## src/rtl/ads131_pkg.sv

```systemverilog
// ----------------------------------------------------------------------------
// ads131_pkg
//   Shared definitions for the ADS131A0x init sequencer: FSM state encoding,
//   SPI command words, error codes, configuration register addresses and
//   small helpers for building WREG commands and their expected echoes.
// ----------------------------------------------------------------------------
package ads131_pkg;

    typedef enum logic [3:0] {
        S_IDLE,
        S_RST_LOW,
        S_RST_WAIT,
        S_POLL,
        S_UNLOCK,
        S_CFG,
        S_WAKEUP,
        S_LOCK,
        S_RUN,
        S_ERROR
    } state_t;

    // Command words understood by the ADC
    localparam logic [15:0] CMD_NULL       = 16'h0000;
    localparam logic [15:0] CMD_UNLOCK     = 16'h0655;
    localparam logic [15:0] CMD_WAKEUP     = 16'h0033;
    localparam logic [15:0] CMD_LOCK       = 16'h0555;
    localparam logic [15:0] CMD_WREG_BASE  = 16'h4000;
    localparam logic [15:0] CMD_RREG_BASE  = 16'h2000;
    localparam logic [15:0] ECHO_WREG_BASE = 16'h2000;

    // error_code values
    localparam logic [2:0] ERR_NONE          = 3'd0;
    localparam logic [2:0] ERR_READY_TIMEOUT = 3'd1;
    localparam logic [2:0] ERR_UNLOCK        = 3'd2;
    localparam logic [2:0] ERR_WREG          = 3'd3;
    localparam logic [2:0] ERR_WAKE_LOCK     = 3'd4;

    // Configuration register addresses
    localparam logic [7:0] A_SYS_CFG = 8'h0B;
    localparam logic [7:0] D_SYS_CFG = 8'h0C;
    localparam logic [7:0] CLK1      = 8'h0D;
    localparam logic [7:0] CLK2      = 8'h0E;
    localparam logic [7:0] ADC_ENA   = 8'h0F;

    // Width shared by the reset-timing and poll counters
    localparam int CNT_W = 16;

    function automatic logic [15:0] wreg_cmd(input logic [7:0] addr, input logic [7:0] data);
        return CMD_WREG_BASE | {addr, data};
    endfunction

    function automatic logic [15:0] wreg_echo(input logic [7:0] addr, input logic [7:0] data);
        return ECHO_WREG_BASE | {addr, data};
    endfunction

    // Saturating increment: counters stick at all-ones instead of wrapping
    function automatic logic [CNT_W-1:0] sat_inc(input logic [CNT_W-1:0] v);
        return (v == '1) ? v : v + CNT_W'(1);
    endfunction

endpackage

```

## src/rtl/ads131_cfg_rom.sv

```systemverilog
// ----------------------------------------------------------------------------
// ads131_cfg_rom
//   Combinational table of register writes issued during configuration.
//   Ports:
//     idx  in  3  table index (0..4 valid)
//     addr out 8  register address for this entry
//     data out 8  value written to that register
// ----------------------------------------------------------------------------
module ads131_cfg_rom
    import ads131_pkg::*;
(
    input  logic [2:0] idx,
    output logic [7:0] addr,
    output logic [7:0] data
);

    // Indices past the end of the table return zeros; the sequencer never
    // reaches them because it stops after the last valid entry.
    always_comb begin
        addr = 8'h00;
        data = 8'h00;
        case (idx)
            3'd0: begin addr = A_SYS_CFG; data = 8'h60; end
            3'd1: begin addr = D_SYS_CFG; data = 8'h3C; end
            3'd2: begin addr = CLK1;      data = 8'h08; end
            3'd3: begin addr = CLK2;      data = 8'h86; end
            3'd4: begin addr = ADC_ENA;   data = 8'h0F; end
            default: begin addr = 8'h00; data = 8'h00; end
        endcase
    end

endmodule

```

## src/rtl/ads131_init_sequencer.sv

```systemverilog
// ----------------------------------------------------------------------------
// ads131_init_sequencer
//   Brings an ADS131A0x from power-up to continuous conversion and then
//   requests a data-frame read on every DRDY falling edge.
//   Ports:
//     system_clock in   1  system clock
//     reset        in   1  synchronous active-high reset
//     start        in   1  pulse: (re)start init from IDLE, RUN or ERROR
//     drdy         in   1  ADC DRDY (active low, already synchronised)
//     adc_reset_n  out  1  ADC hardware reset pin
//     xfer_req     out  1  request to SPI engine, held until xfer_done
//     xfer_cmd     out 16  command word for the requested transaction
//     xfer_done    in   1  pulse: transaction finished, xfer_resp valid
//     xfer_resp    in  16  response word (answers the previous command)
//     frame_req    out  1  pulse: read one data frame (RUN only)
//     busy         out  1  sequence in progress
//     ready        out  1  converting (RUN)
//     error        out  1  sequence aborted (ERROR)
//     error_code   out  3  reason for the abort
// ----------------------------------------------------------------------------
module ads131_init_sequencer
    import ads131_pkg::*;
#(
    parameter int          RESET_LOW_CYCLES  = 50,
    parameter int          RESET_WAIT_CYCLES = 2500,
    parameter int          READY_POLLS       = 64,
    parameter logic [15:0] READY_WORD        = 16'hFF04,
    parameter int          CFG_COUNT         = 5
) (
    input  logic        system_clock,
    input  logic        reset,
    input  logic        start,
    input  logic        drdy,
    output logic        adc_reset_n,
    output logic        xfer_req,
    output logic [15:0] xfer_cmd,
    input  logic        xfer_done,
    input  logic [15:0] xfer_resp,
    output logic        frame_req,
    output logic        busy,
    output logic        ready,
    output logic        error,
    output logic [2:0]  error_code
);

    localparam logic [CNT_W-1:0] LOW_LAST  = CNT_W'(RESET_LOW_CYCLES - 1);
    localparam logic [CNT_W-1:0] WAIT_LAST = CNT_W'(RESET_WAIT_CYCLES - 1);
    localparam logic [CNT_W-1:0] POLL_MAX  = CNT_W'(READY_POLLS);
    localparam logic [2:0]       CFG_LAST  = 3'(CFG_COUNT - 1);

    state_t           state_q,      state_d;
    logic [CNT_W-1:0] cnt_q,        cnt_d;
    logic [CNT_W-1:0] poll_q,       poll_d;
    logic [2:0]       idx_q,        idx_d;
    logic             null_phase_q, null_phase_d;
    logic             xfer_req_q,   xfer_req_d;
    logic [15:0]      xfer_cmd_q,   xfer_cmd_d;
    logic             frame_req_q,  frame_req_d;
    logic [2:0]       err_code_q,   err_code_d;
    logic             drdy_prev_q,  drdy_prev_d;

    logic [7:0]       rom_addr;
    logic [7:0]       rom_data;
    logic [15:0]      phase_cmd;
    logic [15:0]      phase_expect;
    logic [2:0]       phase_err;
    state_t           phase_next;
    logic [CNT_W-1:0] poll_inc;
    logic             drdy_fall;
    logic             restart;

    ads131_cfg_rom u_cfg_rom (
        .idx  (idx_q),
        .addr (rom_addr),
        .data (rom_data)
    );

    assign drdy_fall = drdy_prev_q & ~drdy;
    assign poll_inc  = sat_inc(poll_q);
    assign restart   = start && (state_q == S_IDLE || state_q == S_RUN || state_q == S_ERROR);

    // Per-state command, the echo its following NULL must return, the error
    // raised on a bad echo and the state entered on a good one.
    always_comb begin
        phase_cmd    = CMD_NULL;
        phase_expect = CMD_NULL;
        phase_err    = ERR_NONE;
        phase_next   = state_q;
        case (state_q)
            S_UNLOCK: begin
                phase_cmd    = CMD_UNLOCK;
                phase_expect = CMD_UNLOCK;
                phase_err    = ERR_UNLOCK;
                phase_next   = S_CFG;
            end
            S_CFG: begin
                phase_cmd    = wreg_cmd(rom_addr, rom_data);
                phase_expect = wreg_echo(rom_addr, rom_data);
                phase_err    = ERR_WREG;
                phase_next   = (idx_q == CFG_LAST) ? S_WAKEUP : S_CFG;
            end
            S_WAKEUP: begin
                phase_cmd    = CMD_WAKEUP;
                phase_expect = CMD_WAKEUP;
                phase_err    = ERR_WAKE_LOCK;
                phase_next   = S_LOCK;
            end
            S_LOCK: begin
                phase_cmd    = CMD_LOCK;
                phase_expect = CMD_LOCK;
                phase_err    = ERR_WAKE_LOCK;
                phase_next   = S_RUN;
            end
            default: ;
        endcase
    end

    // Main next-state logic. A transaction is launched whenever xfer_req is
    // low in a command state, so the cycle right after xfer_done is always
    // the mandatory idle gap. null_phase marks that the command itself has
    // gone out and the checking NULL is the one in flight.
    always_comb begin
        state_d      = state_q;
        cnt_d        = cnt_q;
        poll_d       = poll_q;
        idx_d        = idx_q;
        null_phase_d = null_phase_q;
        xfer_req_d   = xfer_req_q;
        xfer_cmd_d   = xfer_cmd_q;
        frame_req_d  = 1'b0;
        err_code_d   = err_code_q;
        drdy_prev_d  = drdy;

        case (state_q)
            S_RST_LOW: begin
                if (cnt_q == LOW_LAST) begin
                    state_d = S_RST_WAIT;
                    cnt_d   = '0;
                end else begin
                    cnt_d = sat_inc(cnt_q);
                end
            end
            S_RST_WAIT: begin
                if (cnt_q == WAIT_LAST) begin
                    state_d = S_POLL;
                    cnt_d   = '0;
                    poll_d  = '0;
                end else begin
                    cnt_d = sat_inc(cnt_q);
                end
            end
            S_POLL: begin
                if (!xfer_req_q) begin
                    xfer_req_d = 1'b1;
                    xfer_cmd_d = CMD_NULL;
                end else if (xfer_done) begin
                    xfer_req_d = 1'b0;
                    if (xfer_resp == READY_WORD) begin
                        state_d      = S_UNLOCK;
                        null_phase_d = 1'b0;
                    end else begin
                        poll_d = poll_inc;
                        if (poll_inc >= POLL_MAX) begin
                            state_d    = S_ERROR;
                            err_code_d = ERR_READY_TIMEOUT;
                        end
                    end
                end
            end
            S_UNLOCK, S_CFG, S_WAKEUP, S_LOCK: begin
                if (!xfer_req_q) begin
                    xfer_req_d = 1'b1;
                    xfer_cmd_d = null_phase_q ? CMD_NULL : phase_cmd;
                end else if (xfer_done) begin
                    xfer_req_d = 1'b0;
                    if (!null_phase_q) begin
                        null_phase_d = 1'b1;
                    end else begin
                        null_phase_d = 1'b0;
                        if (xfer_resp != phase_expect) begin
                            state_d    = S_ERROR;
                            err_code_d = phase_err;
                        end else begin
                            state_d = phase_next;
                            if (state_q == S_CFG) begin
                                idx_d = (idx_q == CFG_LAST) ? 3'd0 : idx_q + 3'd1;
                            end
                        end
                    end
                end
            end
            S_RUN: begin
                frame_req_d = drdy_fall;
            end
            default: ;
        endcase

        // start from a resting state wipes all progress and the error code
        if (restart) begin
            state_d      = S_RST_LOW;
            cnt_d        = '0;
            poll_d       = '0;
            idx_d        = 3'd0;
            null_phase_d = 1'b0;
            xfer_req_d   = 1'b0;
            err_code_d   = ERR_NONE;
        end
    end

    // State and output registers; the DRDY history resets high so a line
    // that is already low after reset is not seen as a falling edge.
    always_ff @(posedge system_clock) begin
        if (reset) begin
            state_q      <= S_IDLE;
            cnt_q        <= '0;
            poll_q       <= '0;
            idx_q        <= 3'd0;
            null_phase_q <= 1'b0;
            xfer_req_q   <= 1'b0;
            xfer_cmd_q   <= 16'h0000;
            frame_req_q  <= 1'b0;
            err_code_q   <= ERR_NONE;
            drdy_prev_q  <= 1'b1;
        end else begin
            state_q      <= state_d;
            cnt_q        <= cnt_d;
            poll_q       <= poll_d;
            idx_q        <= idx_d;
            null_phase_q <= null_phase_d;
            xfer_req_q   <= xfer_req_d;
            xfer_cmd_q   <= xfer_cmd_d;
            frame_req_q  <= frame_req_d;
            err_code_q   <= err_code_d;
            drdy_prev_q  <= drdy_prev_d;
        end
    end

    assign adc_reset_n = (state_q != S_RST_LOW);
    assign xfer_req    = xfer_req_q;
    assign xfer_cmd    = xfer_cmd_q;
    assign frame_req   = frame_req_q;
    assign busy        = !(state_q == S_IDLE || state_q == S_RUN || state_q == S_ERROR);
    assign ready       = (state_q == S_RUN);
    assign error       = (state_q == S_ERROR);
    assign error_code  = err_code_q;

endmodule

```

## config.mk

```make
export PLATFORM = sky130hd
export DESIGN_NAME = ads131_init_sequencer
export DESIGN_NICKNAME = d
export VERILOG_FILES = /design/src/rtl/ads131_pkg.sv /design/src/rtl/ads131_cfg_rom.sv /design/src/rtl/ads131_init_sequencer.sv
export SDC_FILE = /design/constraint.sdc
export NUM_CORES = 1
export LEC_CHECK = 0
export CORE_AREA = 4 4 82 84
export CTS_BUF_LIST = sky130_fd_sc_hd__clkbuf_8
export CTS_CLUSTER_DIAMETER = 200
export DETAILED_ROUTE_END_ITERATION = 8
export DIE_AREA = 0 0 86 88
export DONT_BUFFER_PORTS = 1
export PLACE_DENSITY_LB_ADDON = 0.08
export SETUP_SLACK_MARGIN = 0.1
export SLEW_MARGIN = 30
export SYNTH_ARGS = -nofsm -noshare
export SYNTH_HDL_FRONTEND = slang
export SYNTH_HIERARCHICAL = 1
export SYNTH_SLANG_ARGS = --single-unit
```

## constraint.sdc

```tcl
create_clock -name system_clock -period 5.39 [get_ports system_clock]
set_input_delay 0.8085 -clock system_clock [delete_from_list [all_inputs] [get_ports system_clock]]
set_output_delay 0.8085 -clock system_clock [all_outputs]
set_load 0.02 [all_outputs]
```

; Word-level counts from Yosys, hierarchy flattened
; Index checks and enable logic that the tools add are counted.
[op_classes]
add_sub_neg = 3
n_lt_le_gt_ge = 1
eq_ne = 44
n_mux = 52
bitwise_logic = 4
reduce_logical = 23
[ops]
columns = cell, count
row1 = $mux 16, 11
row2 = $pmux 16 s4, 2
row3 = $pmux 16 s2, 3
row4 = $eq 16x16->1 const B, 3
row5 = $mux 4, 10
row6 = $pmux 8 s5, 1
row7 = $add 16x1->16 const B, 2
row8 = $pmux 4 s4, 2
row9 = $mux 3, 9
row10 = $ne 2x2->1 const B, 13
row11 = $ne 3x3->1 const B, 8
row12 = $pmux 4 s5, 1
row13 = $reduce_and 10->1, 2
row14 = $eq 16x12->1 const B, 1
row15 = $eq 16x6->1 const B, 1
row16 = $eq 4x3->1 const B, 4
row17 = $ge 16x7->1 const B, 1
row18 = $ne 16x16->1, 1
row19 = $reduce_and 6->1, 2
row20 = $mux 1, 9
row21 = $pmux 3 s3, 1
row22 = $reduce_and 9->1, 1
row23 = $eq 4x2->1 const B, 2
row24 = $eq 4x4->1 const B, 2
row25 = 27 further kinds, 35
[totals]
register_bits = 62
in_bits = 21
output_inout_bits = 25
word_cells = 138

; Logic depth before layout (Yosys ltp)
; Gate-level depths: netlist of the first run.
[logic_depth]
depth_word = 10
ltp_mapped = 10
depth_no_buf = 9

; Modules after synthesis
; Netlist of the first run, hierarchy kept.
[by_module_without_submodules]
columns = module, n_inst, cells_each, area_per_inst_um2, seq_area_each_um2
row1 = ads131_init_sequencer, 1, 477, 3681.0, 1241.2
row2 = ads131_cfg_rom, 1, 25, 150.1, 0.0

; Worst setup path after synthesis of the first run
; Ideal clock, no wire load.
[synth_timing]
path_type = flip-flop to flip-flop
start = register idx_q[0]
end = register idx_q[1]
setup_ns = 0.070
arrival_ns = 2.877
required_ns = 5.320
slack_ns = 2.443
path_stages_with_launch = 11
n_path_buf = 1
synth_period_minus_slack_ns = 2.947
path_cell_list = dfxtp_1 > buf_2 > o21ai_0 > nor2b_1 > nor3b_1 > or4_1 > nand4_1 > or4_1 > a2111o_1 > or4b_1 > a21oi_1
[synth_between]
elab_chain_cells = 6
elab_cells_between_ends = 13
cone_classes = add/sub (1) / eq/ne (5) / mux (4) / bitwise (1) / reduce/logical (2)
[synth_lines]
columns = item, line
row1 = "start, declared", ads131_init_sequencer.sv:54  ; logic [2:0] idx_q, idx_d;
row2 = "start signal, assigned", ads131_init_sequencer.sv:228  ; idx_q <= idx_d;
row3 = "$eq 3x3->1, or another cell as far along", ads131_cfg_rom.sv:22  ; case (idx)
row4 = $pmux 4 s5 (*), ads131_cfg_rom.sv:22
row5 = via rom_addr[3], ads131_init_sequencer.sv:62  ; logic [7:0] rom_addr;
row6 = $pmux 16 s4 (*), ads131_init_sequencer.sv:89  ; case (state_q)
row7 = $ne 16x16->1 (*), ads131_init_sequencer.sv:180  ; if (xfer_resp != phase_expect) begin
row8 = $not 1->1 (no source line) (*), n/a
row9 = $reduce_and 6->1 (no source line) (*), n/a
; The timed path passes the listed nets; every way through them passes the cells marked *.
; A chain may end at the register's enable or synchronous reset.

; Final worst setup path of the first run
[layout_timing]
start = register state_q[1]
end = register state_q[1]
[layout_between]
elab_chain_cells = 8
elab_cells_between_ends = 34
cone_classes = eq/ne (19) / mux (7) / reduce/logical (8)
[layout_lines]
columns = item, line
row1 = "start, declared", ads131_init_sequencer.sv:51  ; state_t state_q, state_d;
row2 = "start signal, assigned", ads131_init_sequencer.sv:225  ; state_q <= state_d;
row3 = $eq 4x3->1, "ads131_init_sequencer.sv:89, ads131_init_sequencer.sv:134"
row4 = $pmux 16 s4, ads131_init_sequencer.sv:89
row5 = $ne 16x16->1, ads131_init_sequencer.sv:180
row6 = $mux 4, ads131_init_sequencer.sv:180
row7 = $mux 4, ads131_init_sequencer.sv:176  ; if (!null_phase_q) begin
row8 = $mux 4, ads131_init_sequencer.sv:174  ; end else if (xfer_done) begin
row9 = $mux 4, ads131_init_sequencer.sv:171  ; if (!xfer_req_q) begin
row10 = $pmux 4 s4, ads131_init_sequencer.sv:134  ; case (state_q)
; Parallel ways exist; a longest one is shown, timed or not. The select of a mux whose other input is x is not followed.

==> impl_summary.txt, run 1 <==
----------------------------------------------------
[CTS]
  Post-CTS setup buffers ... 0
  Clk pin slew, worst setup/hold paths ... 0.08 ns
  Quantity of gates resized following cts ... 0
  Clock buffer count from CTS ... 9
  CTS tree ... built
  Number of levels the H-tree was split into ... 3
  Buffer depth of the longest clock path ... 2
  Hold-fix buffer count after cts ... 0
  Clk sinks ... 62
  Clock insertion delay at the later pin of the skew report ... 0.35 ns
  Clock Tree Root ... clkbuf_8

[Routing]
  Violation count after the first detailed-routing iteration ... 295
  Met3 wire length ... 787 um
  Routed len/inst ... 17.1 um
  DR top layer ... met4
  Final wirelength ... 9590 um
  Routed length on met2 ... 4660 um
  Via count ... 3697
  Via/cell ratio ... 6.58
  Final antenna-violating net count ... 0
  Number of DRC violations after detailed routing ... 0
  Drt pass-1 iters ... 5
  Wire length the detailed router placed on met1 ... 3950 um

[Power]
  Leak ... 1.32 nW
  Net Sw Power ... 495 uW
  Largest voltage drop on the vdd net ... 253 uV
  Reg power frac ... 0.404
  Proportion of power drawn by the clock network ... 0.316
  Pwr per Cell Area ... 328 nW/um^2
  Internal portion of total power ... 810 uW
  Sw Ratio ... 0.379
  Fraction of power consumed by combinational cells ... 0.280

[Timing]
  Final clock period utilization by the worst path ... 0.681
  Setup violators final ... 0
  Final hold viol count ... 0
  Post-layout minimum cycle time ... 3.67 ns
  Max_slew headroom ... 0.393
  Post-route worst setup slack ... 1.72 ns
  Sum of negative setup slack ... 0 ns
  Final Max Slew Viols ... 0
  Setup repair after global routing missed its margin ... false
  Highest clock rate ... 272 MHz
  Worst Max-Slew Pin Slew ... 0.902 ns
  Worst Clk Skew ... 0.00826 ns

[Finish]
  Post-layout instance count excluding filler cells ... 562
  Area overhead of the layout relative to synthesis ... 3.98%
  Area of combinational cells with multiple inputs ... 2350 sq um
  Fillcell total ... 562
  Storage cell area ... 1240 sq um
  Most common cell after layout, fill and taps aside ... dfxtp_1
  Most frequent cells in the layout ... 62 x dfxtp_1, 61 x nor2_1, 35 x nand2_1, 33 x a21oi_1, 29 x o21ai_0
  Number of nets in the final layout ... 508
  Antenna diode count ... 0
  Layout cells sized above 1 ... 0.0616

[Die]
  Die boundary width ... 86 um
  Total core area ... 5920 sq um
  Chip height ... 88 um
  Std cell rows ... 28
  Num ports ... 46
  Area of the die ... 7570 sq um
  Initial cell density of the core ... 0.647

[Run]
  Max-cap viol count ... 0

[Setup path]
  Worst setup SP type ... flip-flop
  Worst setup path class ... flip-flop to flip-flop
  Critical path capture point type ... flip-flop
  Reg2Reg Setup Slack ... 1.72 ns
  Startpoint of the most critical register-to-register path ... state_q[1]
  Maximum fanout along the worst path ... 22
  Critical path data required time ... 5.65 ns
  Reg2reg end ... state_q[1]
  CP Data Arrival Time ... 3.94 ns
  Reg2reg path depth ... 7

[Logic synthesis]
  Ys Warns ... 6
  Distinct cell type count of the synthesized netlist ... 63
  Post-synthesis sequential area ratio ... 0.324
  Number of enable-type register cells in the synthesized netlist ... 0
  Synth Flop Type ... dfxtp_1
  Share of flip-flops with an asynchronous set or reset ... 0
  Syn Inst Count ... 502
  Flop and latch count out of synthesis ... 62
  Synthesized cell area ... 3830 sq um
  Mean cell area of the mapped netlist ... 7.63 sq um

[Global route]
  First-pass GRT wire length ... 16200 um
  Initial antenna violation count ... 0
  Total global routing overflow ... 0
  Largest net degree at the start of global routing ... 23
  Vias in the first global route ... 3532
  Global Route Usage Sum ... 0.265

[Min path]
  Worst hold stages ... 1
  Min-delay worst type ... flip-flop to flip-flop
  Hold path startpoint ... drdy_prev_q
  Endpoint, Worst Hold ... frame_req

[Placed design]
  HPWL after DPL ... 6860 um
  Cell count after placement ... 546
  Gp weighted congestion ... 0.943
  Worst Setup Slack post-DPL ... 1.84 ns
  Number of buffers added on ports ... 0

[Outcome]
  Run status ... finished clean

----------------------------------------------------
==> power groups by stage <==
| stage | logic (mW) | clock network (mW) | registers (mW) |
|---|---|---|---|
| global route | 0.412 | 0.442 | 0.532 |
| finish | 0.365 | 0.413 | 0.527 |
| CTS | 0.363 | 0.419 | 0.524 |
| detailed placement | 0.360 | 0 | 0.536 |
| global placement | 0.354 | 0 | 0.535 |
| floorplan | 0.319 | 0 | 0.506 |
==> cell families (layout without fill, tap and decap cells) <==
group                    Yosys count  count (layout)  synth area share
flip-flops                        62              62             0.324
XOR/XNOR                          17              17            0.0389
buffers and inverters             58              40            0.0663
adder cells (fa/ha/maj)            5               5            0.0163
AO/OA/AOI/OAI                    140             140             0.241
multiplexers                       2               2           0.00523
AND/OR/NAND/NOR                  217             217             0.307
other                              1               4          0.000979
==> cell usage after synthesis, drive strengths merged, types with 3 or more instances <==
cell / instances / share of area
a21o: 4 / 0.0078
xnor2: 5 / 0.011
nor2: 61 / 0.060
or4b: 4 / 0.010
nor2b: 7 / 0.011
and2: 3 / 0.0049
a22oi: 12 / 0.024
and3: 10 / 0.016
nand3b: 4 / 0.0078
ha: 5 / 0.016
and4: 5 / 0.011
nand4: 14 / 0.023
a31oi: 7 / 0.011
nor4: 14 / 0.024
or4: 11 / 0.022
nand2: 35 / 0.034
a21oi: 33 / 0.043
xor2: 12 / 0.027
o21ai: 31 / 0.040
nand2b: 4 / 0.0065
clkbuf: 24 / 0.024
a211oi: 13 / 0.025
nand3: 13 / 0.017
dfxtp: 62 / 0.32
o31ai: 9 / 0.018
nor3: 13 / 0.017
o41ai: 3 / 0.0069
inv: 22 / 0.022
buf: 12 / 0.021
o211ai: 3 / 0.0059
a41oi: 3 / 0.0069
nor3b: 7 / 0.014
==> area by class of cell <==
cell class / count / share of cell area
repair buffers: 2 / 0.00377
flip-flops and latches: 62 / 0.312
well taps: 75 / 0.0236
inverters: 22 / 0.0207
clock buffers: 9 / 0.0311
multi-input cells: 385 / 0.591
clock inverters: 7 / 0.0185
==> sequential cells by signal (all words and copies together), names as in the netlist <==
register,count
cnt_q,16
poll_q,16
xfer_cmd,16
state_q,4
error_code,3
idx_q,3
drdy_prev_q,1
frame_req,1
null_phase_q,1
xfer_req,1
==> stage by stage <==
step	instance area, sq um	hold slack (ns)	utilization	power (mW)
5_1_grt	3980	0.480	0.673	1.39
3_5_place_dp	3790	0.455	0.639	0.896
4_1_cts	3980	0.464	0.673	1.31
6_report	3980	0.473	0.673	1.31
2_1_floorplan	3840	0.429	-	0.824
3_3_place_gp	3790	0.437	0.639	0.889
==> how the worst max path moves through the flow <==
stage | startpoint | endpoint | slack (ns) | cells past startpoint
2_1_floorplan | idx_q[0] | idx_q[1] | 2.44 | 10
3_3_place_gp | state_q[1] | state_q[2] | 2.03 | 7
3_5_place_dp | state_q[1] | state_q[1] | 1.84 | 7
4_1_cts | state_q[1] | state_q[1] | 1.83 | 7
5_1_grt | state_q[1] | state_q[1] | 1.43 | 7
6_report | state_q[1] | state_q[1] | 1.72 | 7
==> worst max-delay path, stage by stage (launching register included) <==
cell       delay (ns)
dfxtp_1          0.75
nor2b_1          0.70
or4_1            0.22
nand4_1          0.09
or4_1            0.56
nor4_1           0.76
a2111oi_0        0.24
a211oi_1         0.27
==> layer usage <==
metal / global-route usage / vias to the layer above
met4: 0.102 / 0
li1: - / 1818
met2: 0.457 / 141
met3: 0.0696 / 16
met5: 0 / -
met1: 0.314 / 1722
No activity file was read; power rests on OpenSTA's default activity.
==> inputs of run 2 (changes only) <==
==> constraint.sdc (replaced) <==
create_clock -name system_clock -period 3.6 [get_ports system_clock]
set_input_delay 0.54 -clock system_clock [delete_from_list [all_inputs] [get_ports system_clock]]
set_output_delay 0.54 -clock system_clock [all_outputs]
set_load 0.02 [all_outputs]
==> impl_summary.txt, run 2 (same netlist as run 1, synthesis figures left out) <==
----------------------------------------------------
[Global route]
  Vias in the first global route ... 3555 (+0.65%)
  Initial antenna violation count ... 0 (unchanged)
  Largest net degree at the start of global routing ... 23 (unchanged)
  Global Route Usage Sum ... 0.274 (+0.00955)
  First-pass GRT wire length ... 16500 um (+2.1%)
  Total global routing overflow ... 0 (unchanged)

[CTS]
  CTS tree ... built
  Clk pin slew, worst setup/hold paths ... 0.08 ns (about the same)
  Clock Tree Root ... clkbuf_8
  Buffer depth of the longest clock path ... 2 (unchanged)
  Post-CTS setup buffers ... 0 (unchanged)
  Clk sinks ... 62 (unchanged)
  Clock buffer count from CTS ... 9 (unchanged)
  Clock insertion delay at the later pin of the skew report ... 0.35 ns (about the same)
  Hold-fix buffer count after cts ... 0 (unchanged)
  Number of levels the H-tree was split into ... 3 (unchanged)
  Quantity of gates resized following cts ... 0 (unchanged)

[Setup path]
  Number of buffer and inverter instances along the worst setup path ... 0 (unchanged)
  Reg2reg path depth ... 7 (unchanged)
  Reg2Reg Setup Slack ... 0.36 ns (-1.36 ns)
  Reg2reg end ... idx_q[1]
  Worst setup endpoint ... idx_q[1]
  CP Data Arrival Time ... 3.51 ns (-0.43 ns)
  Worst setup SP type ... flip-flop
  Crit. Startpoint ... state_q[1]
  Worst setup path class ... flip-flop to flip-flop
  Critical path data required time ... 3.87 ns (-1.78 ns)
  WP depth ... 7 (unchanged)
  Startpoint of the most critical register-to-register path ... state_q[1]
  Cell class contributing the biggest share of worst-path delay ... simple AND/OR/NAND/NOR gates
  Maximum fanout along the worst path ... 14 (-36%)
  Slowest stage cell on the critical path ... dfxtp_1
  Critical path capture point type ... flip-flop
  Stage delay of the slowest cell on the critical path ... 0.57 ns (-0.19 ns)
  Cell seen most often among critical-path stages ... or4_1
  Series of cell instances along the critical path ... nor2b_1 > or4_1 > nand4_1 > or4_1 > a2111o_1 > or4b_1 > a21oi_1

[Finish]
  Most frequent cells in the layout ... 61 x nor2_1, 59 x dfxtp_1, 35 x nand2_1, 33 x a21oi_1, 29 x o21ai_0
  Post-layout instance count excluding filler cells ... 572 (+1.8%)
  Number of nets in the final layout ... 518 (+2.0%)
  Most common cell after layout, fill and taps aside ... nor2_1
  Layout cells sized above 1 ... 0.0865 (+0.0249)
  Fillcell total ... 512 (-8.9%)
  Final instance area ... 4070 sq um (+2.2%)
  Area overhead of the layout relative to synthesis ... 6.24%
  Antenna diode count ... 0 (unchanged)

[Routing]
  Routed len/inst ... 17.2 um (+0.71%)
  Final wirelength ... 9830 um (+2.5%)
  Final antenna-violating net count ... 0 (unchanged)
  Violation count after the first detailed-routing iteration ... 263 (-11%)
  Drt pass-1 iters ... 4 (-1)
  Number of DRC violations after detailed routing ... 0 (unchanged)
  Via/cell ratio ... 6.66 (+1.2%)
  Via count ... 3808 (+3.0%)

[Die]
  Initial cell density of the core ... 0.647 (unchanged)
  Total core area ... 5920 sq um (unchanged)
  Num ports ... 46 (unchanged)
  Area of the die ... 7570 sq um (unchanged)
  Die boundary width ... 86 um (unchanged)
  Std cell rows ... 28 (unchanged)
  Chip height ... 88 um (unchanged)

[Power]
  Largest voltage drop on the vdd net ... 397 uV (+57%)
  Reg power frac ... 0.389 (-0.015)
  Proportion of power drawn by the clock network ... 0.317 (about the same)
  Net Sw Power ... 759 uW (+53%)
  Internal portion of total power ... 1.24 mW (+53%)
  Leak ... 1.38 nW (+5.1%)
  Sw Ratio ... 0.380 (about the same)
  Fraction of power consumed by combinational cells ... 0.294 (+0.014)
  Pwr per Cell Area ... 492 nW/um^2 (+50%)

[Placed design]
  Gp weighted congestion ... 0.920 (-2.4%)
  Number of buffers added on ports ... 0 (unchanged)
  Cell count after placement ... 556 (+1.8%)
  HPWL after DPL ... 7180 um (+4.7%)
  Placed Instance Area ... 3860 sq um (+2.0%)

[Timing]
  Max_slew headroom ... 0.540 (+0.147)
  Setup repair after global routing missed its margin ... false
  Sum of negative setup slack ... 0 ns (unchanged)
  Final Max Slew Viols ... 0 (unchanged)
  Post-layout minimum cycle time ... 3.24 ns (-0.429 ns)
  Highest clock rate ... 308 MHz (+13%)
  Worst Clk Skew ... 0.00852 ns (+0.000264 ns)
  Setup violators final ... 0 (unchanged)
  Worst Max-Slew Pin Slew ... 0.685 ns (-0.217 ns)
  Final hold viol count ... 0 (unchanged)
  Final clock period utilization by the worst path ... 0.901 (+0.220)

[Min path]
  Min-delay worst type ... input pin to flip-flop

[Run]
  Max-cap viol count ... 0 (unchanged)

[Outcome]
  Run status ... finished clean

----------------------------------------------------
## run 2: per-layer routing
| layer | vias up | GRT usage | share of wire |
|---|---|---|---|
| met3 | 30 | 0.0583 | 0.073 |
| met1 | 1798 | 0.335 | 0.42 |
| met5 | - | 0 | 0 |
| met4 | 0 | 0.138 | 0.030 |
| met2 | 143 | 0.456 | 0.48 |
| li1 | 1837 | - | - |
## run 2: worst min-delay path by stage
| stage | from | endpoint | slack, ns | cells past startpoint |
|---|---|---|---|---|
| after floorplan | drdy_prev_q | frame_req | 0.43 | 1 |
| after global placement | drdy_prev_q | frame_req | 0.44 | 1 |
| after detailed placement | drdy_prev_q | frame_req | 0.45 | 1 |
| after CTS | reset | xfer_cmd[6] | 0.24 | 1 |
| after global routing | reset | xfer_cmd[10] | 0.24 | 1 |
| final | reset | xfer_cmd[6] | 0.25 | 1 |
## run 2: power groups by stage
stage / registers [mW] / clock network [mW] / logic (mW)
6_report: 0.778 / 0.634 / 0.589
5_1_grt: 0.784 / 0.681 / 0.650
4_1_cts: 0.776 / 0.643 / 0.580
3_5_place_dp: 0.791 / 0 / 0.576
3_3_place_gp: 0.788 / 0 / 0.566
2_1_floorplan: 0.757 / 0 / 0.477
## run 2: area by class of cell
| type | count | area (sq um) | area share |
|---|---|---|---|
| multi-input cells | 385 | 2350 | 0.578 |
| repair buffers | 12 | 90.1 | 0.0221 |
| clock inverters | 7 | 81.3 | 0.0200 |
| clock buffers | 9 | 124 | 0.0304 |
| well taps | 75 | 93.8 | 0.0231 |
| inverters | 22 | 82.6 | 0.0203 |
| flip-flops and latches | 62 | 1240 | 0.306 |
## run 2: through the flow
stage | power [mW] | hold slack, ns | util | worst slack (ns)
after global placement | 1.35 | 0.436 | 0.652 | 0.460
after floorplan | 1.23 | 0.429 | - | 0.653
after detailed placement | 1.37 | 0.449 | 0.652 | 0.334
after CTS | 2.00 | 0.240 | 0.687 | 0.309
final | 2.00 | 0.251 | 0.687 | 0.356
after global routing | 2.11 | 0.241 | 0.687 | 0.180
==> RTL edit: new RTL, config.mk and constraints of run 1 <==
Put one more register stage on the output `error_code`. The value now appears one clock later. The other outputs are not delayed to match.
--- a/src/rtl/ads131_init_sequencer.sv
+++ b/src/rtl/ads131_init_sequencer.sv
@@ -244,3 +244,5 @@
     assign error       = (state_q == S_ERROR);
-    assign error_code  = err_code_q;
+    always_ff @(posedge system_clock) begin
+        error_code <= err_code_q;
+    end
 
Check against the original RTL: no difference found for any inputs over 10 cycles, from zero or initial values and one cycle with reset high; that may be too few to reach the edited logic, so the function may still have changed.
==> RTL edit against run 1 <==
Power is 7.5% higher. Clock skew about the same. Sequential cell count grew 3. Via count up 3.0%. Largest power group unchanged. Hold slack lost 0.12 ns. Combinational power up 4%. Final area increased by 6.4%. Synthesized cell count increased by 3.6%. Highest routed layer unchanged. Synthesized area increased by 6.2%. Core utilization rose by 4.3 points. Worst setup slack better by 0.72 ns. Routed wire length rose by 3.8%.
==> RTL edit: results (changes against run 1) <==
----------------------------------------------------
[Setup path]
  Signal arrival time at the worst endpoint ... 2.14 ns (was 3.94 ns)
  Crit Path Max Fanout ... 17 (was 22)
  Internal reg-to-reg setup slack ... 2.57 ns (was 1.72 ns)
  R2r endpoint ... state_q[3] (was state_q[1])
  Beginning of the worst register-to-register path ... poll_q[6] (was state_q[1])

[Hold path]
  Startpoint of the most critical hold path ... err_code_q[0] (was drdy_prev_q)
  Worst Hold Path EP ... error_code[0] (was frame_req)
  Cell depth of the worst hold path ... 0 (was 1)

[Placed design]
  Post-DP Area ... 0.00401 mm² (was 0.00379 mm²)
  Final RePlAce weighted congestion ... 0.941 (was 0.943)
  Placed Cells ... 565 (was 546)
  Worst slack, placed ... 2.66 ns (was 1.84 ns)

[Yosys]
  Most area-consuming cells after synthesis ... dfxtp_1, nor2_1, nand2_1 (was dfxtp_1, nor2_1, a21oi_1)
  Mux share of post-synthesis cell area ... 0.0101 (was 0.00523)
  Synth Area in XOR/XNOR ... 0.0624 (was 0.0389)
  Synthesized-area fraction occupied by adder cells ... 0.0154 (was 0.0163)
  Compound-Gate Fraction of Synth Area ... 0.202 (was 0.241)
  Part of the Yosys area used for sequential elements ... 0.320 (was 0.324)
  Cells after Synth ... 520 (was 502)

[Global routing]
  Vias in the first global route ... 3649 (was 3532)
  Overall track demand over capacity in global routing ... 0.275 (was 0.265)
  First-pass GRT wire length ... 16800 µm (was 16200 µm)
  Pin count of the biggest net entering global routing ... 23 (unchanged)
  Antenna violations before repair ... 0 (unchanged)

[Timing]
  Relative slew margins ... 0.408 (was 0.393)
  Fin Hold WS ... 0.352 ns (was 0.473 ns)
  Worst setup skew after layout ... 0.00873 ns (was 0.00826 ns)

[Status]
  Run status ... finished clean (unchanged)

[CTS]
  Root buffer cell ... clkbuf_8 (unchanged)
  Clock transition at the registers of the reported paths ... 0.07 ns

[Power and ir drop]
  Largest vdd supply drop ... 0.000236 V (was 0.000253 V)
  Static leakage ... 1.44 nW (was 1.32 nW)

[Finish]
  Fraction of final layout cells with drive strength greater than 1 ... 0.0810 (was 0.0616)
  Final net count ... 527 (was 508)

[Detailed routing]
  Detail Route met2 WL ... 4840 µm (was 4660 µm)
  DR vias ... 3807 (was 3697)
  Sum of met3 wire segment lengths after detailed routing ... 671 µm (was 787 µm)
  Met1 Wirelength ... 4210 µm (was 3950 µm)
  Detail-routed net length per standard cell ... 17.1 µm (about the same)

----------------------------------------------------
[RTL edit: layout make-up]
class | count | area (µm²)
clock inverters | 5 | 77.6
well taps | 75 | 93.8
fillers | 496 | 1680
inverters | 10 | 37.5
clock buffers | 11 | 151
repair buffers | 3 | 22.5
flip-flops and latches | 65 | 1300
multi-input cells | 412 | 2550
[RTL edit: metal layers]
layer | GRT usage | vias up
li1 | - | 1866
met1 | 0.338 | 1795
met2 | 0.474 | 127
met3 | 0.0574 | 19
met4 | 0.102 | 0
met5 | 0 | -
[RTL edit: worst max path at each step]
stage,startpoint,to,slack [ns],cells after the start
2_1_floorplan,xfer_resp[5],poll_q[1],2.87,7
3_3_place_gp,xfer_resp[5],poll_q[7],2.67,7
3_5_place_dp,xfer_resp[5],poll_q[7],2.66,7
4_1_cts,state_q[0],error,2.44,2
5_1_grt,state_q[0],error,2.22,2
6_report,state_q[0],error,2.44,2
[RTL edit: critical path, cell delays in order (launching register included)]
cell and delay, ns:
dfxtp_1 0.64, nand2b_1 0.39, nor3b_1 0.77
[RTL edit: power breakdown]
part	leakage, nW	internal [W]	switching, W
logic	0.803	0.000129	0.000250
clock network	0.115	0.000284	0.000195
registers	0.524	0.000498	0.0000458
[RTL edit: cell families after synthesis]
group           count (synthesis)
fa+ha+maj                       5
xor+xnor                       29
other cells                     1
buf+inv                        46
simple gates                  250
compound gates                120
mux                             4
flops                          65
